## src/rtl/i2c_scl_generator.sv

```systemverilog
// Runtime-programmable I2C SCL generator with mid-low/mid-high strobes and an end-of-period strobe.
// Define I2C_CLOCK_STRETCH_EN to let a slave hold SCL low and freeze the high phase.
module i2c_scl_generator #(
    parameter int CNT_WIDTH = 21,
    parameter int MIN_HALF  = 2
) (
    input  logic                 clock,
    input  logic                 reset,
    input  logic                 enable,
    input  logic [CNT_WIDTH-1:0] half_period,
    input  logic                 scl_in,
    output logic                 scl,
    output logic                 cl_low,
    output logic                 cl_high,
    output logic                 period_done,
    output logic                 busy,
    output logic                 stretching
);

    typedef enum logic [1:0] {IDLE, LOW, HIGH} state_t;

    localparam logic [CNT_WIDTH-1:0] MIN_HALF_W = CNT_WIDTH'(MIN_HALF);
    localparam logic [CNT_WIDTH-1:0] ONE_W      = CNT_WIDTH'(1);

    state_t               r_state;
    state_t               w_stateNext;
    logic [CNT_WIDTH-1:0] r_cnt;
    logic [CNT_WIDTH-1:0] w_cntNext;
    logic [CNT_WIDTH-1:0] r_hpQ;
    logic [CNT_WIDTH-1:0] w_hpNext;
    logic [CNT_WIDTH-1:0] w_hpClamped;
    logic                 r_scl;
    logic                 r_busy;
    logic                 r_clLow;
    logic                 r_clHigh;
    logic                 w_clLowNext;
    logic                 w_clHighNext;
    logic                 w_lastCycle;
    logic                 w_quarter;
    logic                 w_hold;

`ifdef I2C_CLOCK_STRETCH_EN
    logic r_sync1;
    logic r_sclSync;

    always_ff @(posedge clock) begin
        if (reset) begin
            r_sync1   <= 1'b1;
            r_sclSync <= 1'b1;
        end else begin
            r_sync1   <= scl_in;
            r_sclSync <= r_sync1;
        end
    end

    assign w_hold = (r_state == HIGH) && !r_sclSync;
`else
    logic w_unusedSclIn;
    assign w_unusedSclIn = scl_in;
    assign w_hold        = 1'b0;
`endif

    assign w_hpClamped = (half_period < MIN_HALF_W) ? MIN_HALF_W : half_period;
    assign w_lastCycle = (r_cnt == r_hpQ - ONE_W);
    assign w_quarter   = (r_cnt == (r_hpQ >> 1) - ONE_W);

    // Strobes are computed one cycle early so the registered pulse lands at cnt == hp_q/2.
    always_comb begin
        w_stateNext  = r_state;
        w_cntNext    = r_cnt;
        w_hpNext     = r_hpQ;
        w_clLowNext  = 1'b0;
        w_clHighNext = 1'b0;
        case (r_state)
            IDLE: begin
                if (enable) begin
                    w_stateNext = LOW;
                    w_cntNext   = '0;
                    w_hpNext    = w_hpClamped;
                end
            end
            LOW: begin
                w_cntNext   = r_cnt + ONE_W;
                w_clLowNext = w_quarter;
                if (w_lastCycle) begin
                    w_stateNext = HIGH;
                    w_cntNext   = '0;
                end
            end
            HIGH: begin
                if (!w_hold) begin
                    w_cntNext    = r_cnt + ONE_W;
                    w_clHighNext = w_quarter;
                    if (w_lastCycle) begin
                        w_cntNext = '0;
                        if (enable) begin
                            w_stateNext = LOW;
                            w_hpNext    = w_hpClamped;
                        end else begin
                            w_stateNext = IDLE;
                        end
                    end
                end
            end
            default: begin
                w_stateNext = IDLE;
                w_cntNext   = '0;
            end
        endcase
    end

    always_ff @(posedge clock) begin
        if (reset) begin
            r_state  <= IDLE;
            r_cnt    <= '0;
            r_hpQ    <= MIN_HALF_W;
            r_scl    <= 1'b1;
            r_busy   <= 1'b0;
            r_clLow  <= 1'b0;
            r_clHigh <= 1'b0;
        end else begin
            r_state  <= w_stateNext;
            r_cnt    <= w_cntNext;
            r_hpQ    <= w_hpNext;
            r_scl    <= (w_stateNext != LOW);
            r_busy   <= (w_stateNext != IDLE);
            r_clLow  <= w_clLowNext;
            r_clHigh <= w_clHighNext;
        end
    end

    assign scl         = r_scl;
    assign busy        = r_busy;
    assign cl_low      = r_clLow;
    assign cl_high     = r_clHigh;
    assign period_done = (r_state == HIGH) && w_lastCycle && !w_hold;
    assign stretching  = w_hold;

endmodule

```

## config.mk

```make
export PLATFORM = sky130hd
export DESIGN_NAME = i2c_scl_generator
export DESIGN_NICKNAME = d
export VERILOG_FILES = /design/src/rtl/i2c_scl_generator.sv
export SDC_FILE = /design/constraint.sdc
export NUM_CORES = 1
export LEC_CHECK = 0
export ABC_AREA = 1
export BUFFER_PORTS_ARGS = -buffer_cell sky130_fd_sc_hd__buf_2
export CAP_MARGIN = 20
export CELL_PAD_IN_SITES_DETAIL_PLACEMENT = 2
export CELL_PAD_IN_SITES_GLOBAL_PLACEMENT = 2
export CORE_ASPECT_RATIO = 2
export CORE_UTILIZATION = 33
export CTS_BUF_LIST = sky130_fd_sc_hd__clkbuf_4 sky130_fd_sc_hd__clkbuf_8 sky130_fd_sc_hd__clkbuf_16
export DETAILED_ROUTE_END_ITERATION = 16
export MAX_ROUTING_LAYER = met4
export PLACE_DENSITY = 0.8
export SLEW_MARGIN = 20
export SYNTH_ARGS = -nofsm -noshare
export SYNTH_HDL_FRONTEND = slang
export SYNTH_SLANG_ARGS = --single-unit
```

## constraint.sdc

```tcl
create_clock -name clock -period 2.8 [get_ports clock]
set_clock_uncertainty 0.1 [all_clocks]
set_input_delay 0.42 -clock clock [delete_from_list [all_inputs] [get_ports clock]]
set_output_delay 0.42 -clock clock [all_outputs]
set_load 0.01 [all_outputs]
```

==> out/metrics.yaml, run 1 <==
status: "finished, violations left"
violations: "negative setup slack"
grt_start_max_net_pins: 32
die_width_um: 82.19
vias: 5038
yosysUniqueCellTypes: 43
start_util: 0.3381
hpwl_um: 15480
reg2reg_to: "r_hpQ[6]$_SDFFE_PP0P_"
initialDrtViolationCount: 188
tns_ns: -0.06177
cp-startpoint: "r_hpQ[14]$_SDFFE_PP0P_"
synthArstFlopShare: 0
synth_area_leaders: "dfxtp_1 23%, nand2_1 20%, nor2_1 9.2%"
holdPathEnd: "r_hpQ[9]$_SDFFE_PP0P_"
rsz0062_at_grt: "true"
slowest_delay_ns: 0.40
top_level_ports: 31
rrSetupSlack_ns: 0.01
powerDensity_nw_per_um2: 432.3
worstHoldStart: "half_period[9]"
finalHoldViolCount: 0
fin_hold_ws_ns: 0.2712
max_slew_margin: 0.5239
antenna_found_initial: 0
p_leak_nw: 2.485
yosysTopAreaCell: "dfxtp_1"
cpMostUsedCell: "nand2_1"
synth_top_flop_cell: "dfxtp_1"
grt_pass1_wl_um: 29580
yosysSeqAreaShare: 0.2264
crit_chain: "nor2_1 > nand2_1 > nor2_4 > buf_4 > nand2_2 > nand2_1 > nand2_1 > clkinv_1 > nand2_2 > nor2_4 > nand3_4 > nor2_4 > nand2_1 > inv_1 > buf_2"
min_path_cells: 3
worstSetupPathType: "register to output port"
fp-row-count: 58
grtUsageTotal: 0.3165
end_kind: "output port"
worstSkewPairLatency_ns: 0.29
max-vdd-ir-drop_mv: 0.2407
gr-total-overflow: 0
drive_gt1_frac: 0.2139
clk_pin_slew_ns: 0.07
core_um2: 12550
slew_violations: 0
power.total_mw: 2.241
routed_wl_um: 20200
drtAntennaViolNets: 0
worstMarginPinSlew_ns: 0.7142
drt-vias-per-instance: 5.441
synth_area_um2: 4244
cts_tree: "yes"
fin_crit_ns: 2.862
cts-htree-levels: 2
worstPathArrival_ns: 2.34
finish.utilization: 0.4130
ys_ff_latch: 48
cp-start-kind: "register"
cap_violations: 0
synth_nets: 748
first_pass_iters: 4
synth_area_per_cell_um2: 5.927
synth_top_area_share: 0.2264
yosys_warnings: 0
design_area_um2: 5185
synth_edf_count: 0
gp_congestion: 0.9799
dieHeight_um: 162.4
hold_class: "primary input to register"
crit_slowest_cell: "dfxtp_1"
io_buffers: 28
worst_slack_ns: -0.06177
diodes: 0
placed_cell_area_um2: 4657
grt_pass1_vias: 5564
worstReg2RegStart: "r_hpQ[14]$_SDFFE_PP0P_"
cp.buffers_inverters: 4
cp.required_ns: 2.28
path_max_fanout: 6
clockBufferDepth: 2
cp_top_family: "simple AND/OR/NAND/NOR gates"
r2r_cells: 17
setup_viol: 1
drc: 0
cts_made_buffers: 5
area_growth_syn_to_layout_pct: 22.17
cts_root_buf: "clkbuf_16"
max_freq_ghz: 0.3494
finalCritPeriodShare: 1.022
nets: 807
clock_sinks: 48
syn_inst: 716
wl_per_cell_um: 21.81
die-area_um2: 13350
==> metrics by stage <==
stage	std cells	setup WS, ns
finish	926	-0.06177
global route	926	-0.1373
CTS	914	0.0005378
detailed placement	898	0.008376
global placement	898	0.1105
floorplan	716	0.4752
==> worst max path at each step <==
stage	cells after the start	to	slack, ns
2_1_floorplan	14	period_done	0.48
3_3_place_gp	15	r_hpQ[16]$_SDFFE_PP0P_	0.11
3_5_place_dp	15	r_hpQ[14]$_SDFFE_PP0P_	0.008
4_1_cts	15	period_done	0.0005
5_1_grt	15	period_done	-0.14
6_report	15	period_done	-0.06
==> worst min-delay path, stage by stage <==
cell and delay, ns:
buf_2 0.09, nor2_1 0.04, nor2_1 0.08
==> flip-flops by register name, summed over array words and instances (netlist names) <==
name / cells
busy: 1
cl_high: 1
cl_low: 1
r_cnt: 21
r_hpQ: 21
r_state: 2
scl: 1
==> where the power goes <==
part | switching (mW) | total, mW | leakage, nW | internal [mW]
Clock | 0.272 | 0.649 | 0.0780 | 0.377
Sequential | 0.0667 | 0.787 | 0.397 | 0.720
Combinational | 0.528 | 0.805 | 2.01 | 0.277
==> logic make-up after synthesis <==
group,count (synthesis),synth area share
adder cells (fa/ha/maj),7,0.02064
XOR/XNOR,51,0.1052
AO/OA/AOI/OAI,42,0.05690
other,1,0.0008836
flip-flops,48,0.2264
buffers and inverters,112,0.1082
AND/OR/NAND/NOR,455,0.4817
==> synthesized netlist by cell type, types with 5 or more instances <==
cell,number
inv_1,80
ha_1,7
nor2_4,8
xor2_1,42
nor2_2,11
o21ai_0,13
dfxtp_1,48
nand2_1,225
nor4_1,5
nor2_1,104
a21oi_1,18
buf_2,9
nor3_1,10
nand4_1,10
nand3b_1,10
nand3_1,53
xnor2_1,9
clkbuf_1,9
==> final cells by class <==
cell class / instances / area [um2]
clock buffer: 8 / 153.9
inverter: 87 / 329.1
sequential: 48 / 978.4
tap: 150 / 187.7
multi-input combinational: 556 / 3013
timing repair buffer: 77 / 523.0
fill: 1574 / 7370
==> repair_timing <==
action                                  in CTS  in global routing
hold buffers                                 0                  0
pin swaps                                    5                 19
buffers inserted                             8                 12
endpoints found under the setup margin      14                 39
resized for setup                           24                 43
==> cell usage in the layout (no fill, tap or decap), types with 3 or more instances in the layout <==
master	n
dfxtp_1	34
nor2_1	91
nor3_1	10
buf_2	28
xor2_1	42
nor2_4	19
dfxtp_2	14
inv_1	78
nand4_1	10
clkbuf_16	5
nand3_1	53
nor4_1	5
inv_2	5
nor2_2	13
clkinv_1	3
o21ai_0	13
nand2_1	214
xnor2_1	9
buf_4	46
ha_1	5
nand3b_1	10
nand2_2	13
a21oi_1	18
==> layer usage <==
layer / global-route usage / part of all wire / vias up
met1: 0.2718 / 0.31 / 2481
met2: 0.5902 / 0.57 / 132
met4: 0.2448 / 0.10 / 0
li1: - / - / 2328
met3: 0.03137 / 0.020 / 97
met5: - / 0 / -
(Power assumes the default switching activity.)
==> run 2, diff against run 1 <==
Settings changed: CELL_PAD_IN_SITES_DETAIL_PLACEMENT 2 to default, CELL_PAD_IN_SITES_GLOBAL_PLACEMENT 2 to default, CORE_UTILIZATION 33 to 40, PLACE_DENSITY 0.8 to 0.55.
==> out/metrics.yaml, run 2 (synthesized netlist as in run 1, its figures left out) <==
status: "completed"
clock_sinks: 48
nets: 784
clkPwrFrac: 0.304
area_growth_syn_to_layout_pct: 15.01
instances_no_fill: 888
worstMarginPinSlew_ns: 0.6086
gp_congestion: 0.9492
cts_tree: "yes"
fin_hold_ws_ns: 0.2657
rrSetupSlack_ns: 0.20
cpMostUsedCell: "nand2_1"
worstReg2RegStart: "r_hpQ[2]$_SDFFE_PP0P_"
clockBufferDepth: 2
worstHoldStart: "half_period[8]"
die_width_um: 74.84
crit_chain: "buf_4 > nor2_4 > nand2_4 > nor2_4 > nand2_1 > nand2_1 > nand2_1 > clkinv_1 > nand2_1 > nor2_2 > nand3_4 > nor2_4 > nand2_1 > inv_1 > buf_2"
sequential_cell_area_um2: 969.7
cp-startpoint: "r_hpQ[2]$_SDFFE_PP0P_"
multi_input_area_um2: 2920
cap_violations: 0
placed_cell_area_um2: 4563
max-vdd-ir-drop_mv: 0.2279
clk_pin_slew_ns: 0.07
fp-row-count: 52
worstSkewPairLatency_ns: 0.29
routed.top_layer: "met4"
grt_start_max_net_pins: 32
initialDrtViolationCount: 162
dieHeight_um: 147.7
gr-total-overflow: 0
fin_crit_ns: 2.723
wl_met3_um: 306
grtUsageTotal: 0.2905
nFillCells: 1151
design_area_um2: 4881
layout_commonest_cell: "nand2_1"
io_buffers: 28
end_kind: "output port"
max_freq_ghz: 0.3673
wl_met1_um: 5018
wl_per_cell_um: 16.18
drtAntennaViolNets: 0
grt_pass1_wl_um: 22660
max_slew_margin: 0.5943
grt_pass1_vias: 4565
rsz0062_at_grt: "true"
first_pass_iters: 4
hpwl_um: 11970
ctsHoldBuffers: 0
worstSetupPathType: "register to output port"
start_util: 0.4155
hold_class: "primary input to register"
diodes: 0
crit_slowest_cell: "dfxtp_1"
cts-htree-levels: 2
drc: 0
dp.cells: 873
drt-vias-per-instance: 5.026
worstPathArrival_ns: 2.20
p_int_mw: 1.329
slew_violations: 0
drive_gt1_frac: 0.1594
core_um2: 10210
die-area_um2: 11050
cp-start-kind: "register"
antenna_found_initial: 0
finalHoldViolCount: 0
setup_viol: 0
top_level_ports: 31
cp.required_ns: 2.28
sequentialPowerShare: 0.377
vias: 4463
slowest_delay_ns: 0.32
routed_wl_um: 14370
powerDensity_nw_per_um2: 426.0
cts_root_buf: "clkbuf_16"
p_leak_nw: 2.342
power.total_mw: 2.079
comb_power_share: 0.319
routed-wl-met2_um: 7934
path_max_fanout: 7
reg_top3: "r_cnt (21), r_hpQ (21), r_state (2)"
cts_made_buffers: 5
final_cell_mix: "222 x nand2_1, 99 x nor2_1, 78 x inv_1"
switchingPower_uw: 750.0
swShare: 0.3607
finalCritPeriodShare: 0.9724
-- run 2: final cells by class --
class,instances,area share
multi-input cells,556,0.5983
well taps,135,0.03461
repair buffers,54,0.06947
inverters,87,0.06742
flip-flops and latches,48,0.1987
clock buffers,8,0.03153
-- run 2: path summary, 6_finish.rpt --
| kind | depth (start not counted) | to |
|---|---|---|
| worst max-delay path | 15 | period_done |
| worst min-delay path | 3 | r_hpQ[8]$_SDFFE_PP0P_ |
| worst max register to register | 16 | r_cnt[17]$_SDFFE_PP0P_ |
| worst min register to register | 2 | r_cnt[0]$_SDFFE_PP0P_ |
-- run 2: power groups by stage --
stage | registers [mW] | clock network (mW) | logic [mW]
floorplan | 0.763 | 0 | 0.468
global placement | 0.794 | 0 | 0.609
detailed placement | 0.794 | 0 | 0.618
CTS | 0.779 | 0.660 | 0.639
global route | 0.788 | 0.683 | 0.744
finish | 0.784 | 0.632 | 0.662
-- run 2: routing by layer --
layer	vias up	global-route usage
met3	49	0.02795
met4	0	0.2170
met5	-	-
li1	2291	-
met2	88	0.5270
met1	2035	0.2643
-- run 2: critical path: cells and delay by family (launching register included) --
kind | cells | cell delay (ns)
AND/OR/NAND/NOR | 11 | 1.22
buffers and inverters | 4 | 0.36
flip-flops | 1 | 0.32
-- run 2: per-stage QoR --
stage	setup slack, ns	TNS (ns)	util
3_5_place_dp	0.09562	0	0.4467
4_1_cts	0.01477	0	0.4679
5_1_grt	-0.08558	-0.08558	0.4778
2_1_floorplan	0.4752	0	-
6_report	0.07732	0	0.4778
3_3_place_gp	0.1200	0	0.4467
-- run 2: what timing repair did --
item                       4_1_cts  5_1_grt
resized for setup               11       21
buffers inserted                 3        4
pin swaps                        0       13
setup endpoints to repair        1       35
==> run 3, diff against run 2 <==
Settings changed: CORE_UTILIZATION 40 to 60, PLACE_DENSITY 0.55 to 0.77.
==> out/metrics.yaml, run 3 (synthesized netlist as in run 1, its figures left out) <==
status: "completed"
cap_violations: 0
initialDrtViolationCount: 410
holdPathEnd: "r_hpQ[9]$_SDFFE_PP0P_"
drc: 0
dieHeight_um: 120.9
grt_pass1_vias: 4524
worstPathArrival_ns: 2.21
powerDensity_nw_per_um2: 429.1
grt_pass1_wl_um: 22510
hpwl_um: 11000
worstHoldStart: "half_period[9]"
diodes: 0
gp_congestion: 1.102
first_pass_iters: 5
ctsHoldBuffers: 0
dp.cells: 831
cts-htree-levels: 2
nets: 785
top_level_ports: 31
layout_commonest_cell: "nand2_1"
rsz0062_at_grt: "true"
final_cell_mix: "220 x nand2_1, 97 x nor2_1, 78 x inv_1"
end_kind: "output port"
min_path_cells: 3
r2r_cells: 16
drt-vias-per-instance: 5.577
finalCritPeriodShare: 0.9749
gr-total-overflow: 0
path_max_fanout: 4
clockBufferDepth: 2
area_growth_syn_to_layout_pct: 14.74
fp-row-count: 43
grtUsageTotal: 0.4323
cts_tree: "yes"
start_util: 0.6163
worstReg2RegStart: "r_hpQ[0]$_SDFFE_PP0P_"
p_leak_nw: 2.341
fin_crit_ns: 2.730
cts_root_buf: "clkbuf_16"
clk_pin_slew_ns: 0.06
tns_ns: 0
drive_gt1_frac: 0.1724
wl_per_cell_um: 16.77
worstSkewPairLatency_ns: 0.29
die_width_um: 61.47
antenna_found_initial: 0
die-area_um2: 7434
worstMarginPinSlew_ns: 0.6255
setup_viol: 0
rrSetupSlack_ns: 0.19
max_slew_margin: 0.5830
cts_made_buffers: 5
reg_top3: "r_cnt (21), r_hpQ (21), r_state (2)"
reg2reg_to: "r_hpQ[14]$_SDFFE_PP0P_"
core_um2: 6887
hold_class: "primary input to register"
finalHoldViolCount: 0
cp-start-kind: "register"
instances_no_fill: 844
vias: 4707
nFillCells: 646
routed_wl_um: 14160
drtAntennaViolNets: 0
worstSetupPathType: "register to output port"
max_freq_ghz: 0.3664
max-vdd-ir-drop_mv: 0.4006
clock_sinks: 48
grt_start_max_net_pins: 32
fin_hold_ws_ns: 0.2703
slew_violations: 0
io_buffers: 28
cp.required_ns: 2.28
[run 3: worst max-delay path by stage]
stage / startpoint / to / slack [ns] / cells past startpoint
CTS: r_hpQ[1]$_SDFFE_PP1P_ / period_done / 0.04 / 15
finish: r_hpQ[0]$_SDFFE_PP0P_ / period_done / 0.07 / 15
global placement: r_hpQ[0]$_SDFFE_PP0P_ / period_done / 0.13 / 13
detailed placement: r_hpQ[0]$_SDFFE_PP0P_ / period_done / 0.09 / 13
floorplan: r_hpQ[1]$_SDFFE_PP1P_ / period_done / 0.48 / 14
global route: r_hpQ[1]$_SDFFE_PP1P_ / period_done / -0.09 / 15
[run 3: layout make-up]
class / instances / area [um2] / area share
multi-input cells: 556 / 2958 / 0.6074
flip-flops and latches: 48 / 969.7 / 0.1991
repair buffers: 55 / 346.6 / 0.07117
inverters: 87 / 329.1 / 0.06757
clock buffers: 8 / 153.9 / 0.03160
well taps: 90 / 112.6 / 0.02312
[run 3: power by group]
part / switching [mW] / total (mW) / internal, mW / leakage (nW)
Sequential: 0.0703 / 0.788 / 0.718 / 0.395
Combinational: 0.437 / 0.672 / 0.234 / 1.87
Clock: 0.254 / 0.630 / 0.376 / 0.0780
[run 3: what timing repair did]
action	CTS	global route
pin swaps	1	7
endpoints found under the setup margin	1	36
resized for setup	11	30
buffers inserted	3	2
[run 3: through the flow]
stage | util | power, mW | setup slack, ns | instance area, um2
final | 0.7071 | 2.090 | 0.07042 | 4870
after detailed placement | 0.6577 | 1.397 | 0.09447 | 4529
after CTS | 0.6900 | 2.042 | 0.04373 | 4752
after global placement | 0.6577 | 1.385 | 0.1271 | 4529
after global routing | 0.7071 | 2.209 | -0.08776 | 4870
after floorplan | - | 1.232 | 0.4752 | 4244
[run 3: routing by layer]
| layer | wire (um) | global-route usage |
|---|---|---|
| met5 | 0 | - |
| met4 | 1213 | 0.3139 |
| met3 | 971 | 0.1365 |
| met2 | 7369 | 0.7031 |
| met1 | 4603 | 0.4085 |
[run 3: critical path, stage by stage, from the launching register on]
cell and delay (ns):
dfxtp_2 0.44, inv_2 0.08, ha_4 0.27, inv_1 0.03
nand2_1 0.07, nand2_1 0.05, nor2_1 0.10, nand3_1 0.08
nor2_1 0.10, nand2_1 0.11, nor2_2 0.13, nand3_2 0.10
nor2_2 0.12, nand2_1 0.06, inv_1 0.05, buf_2 0.11
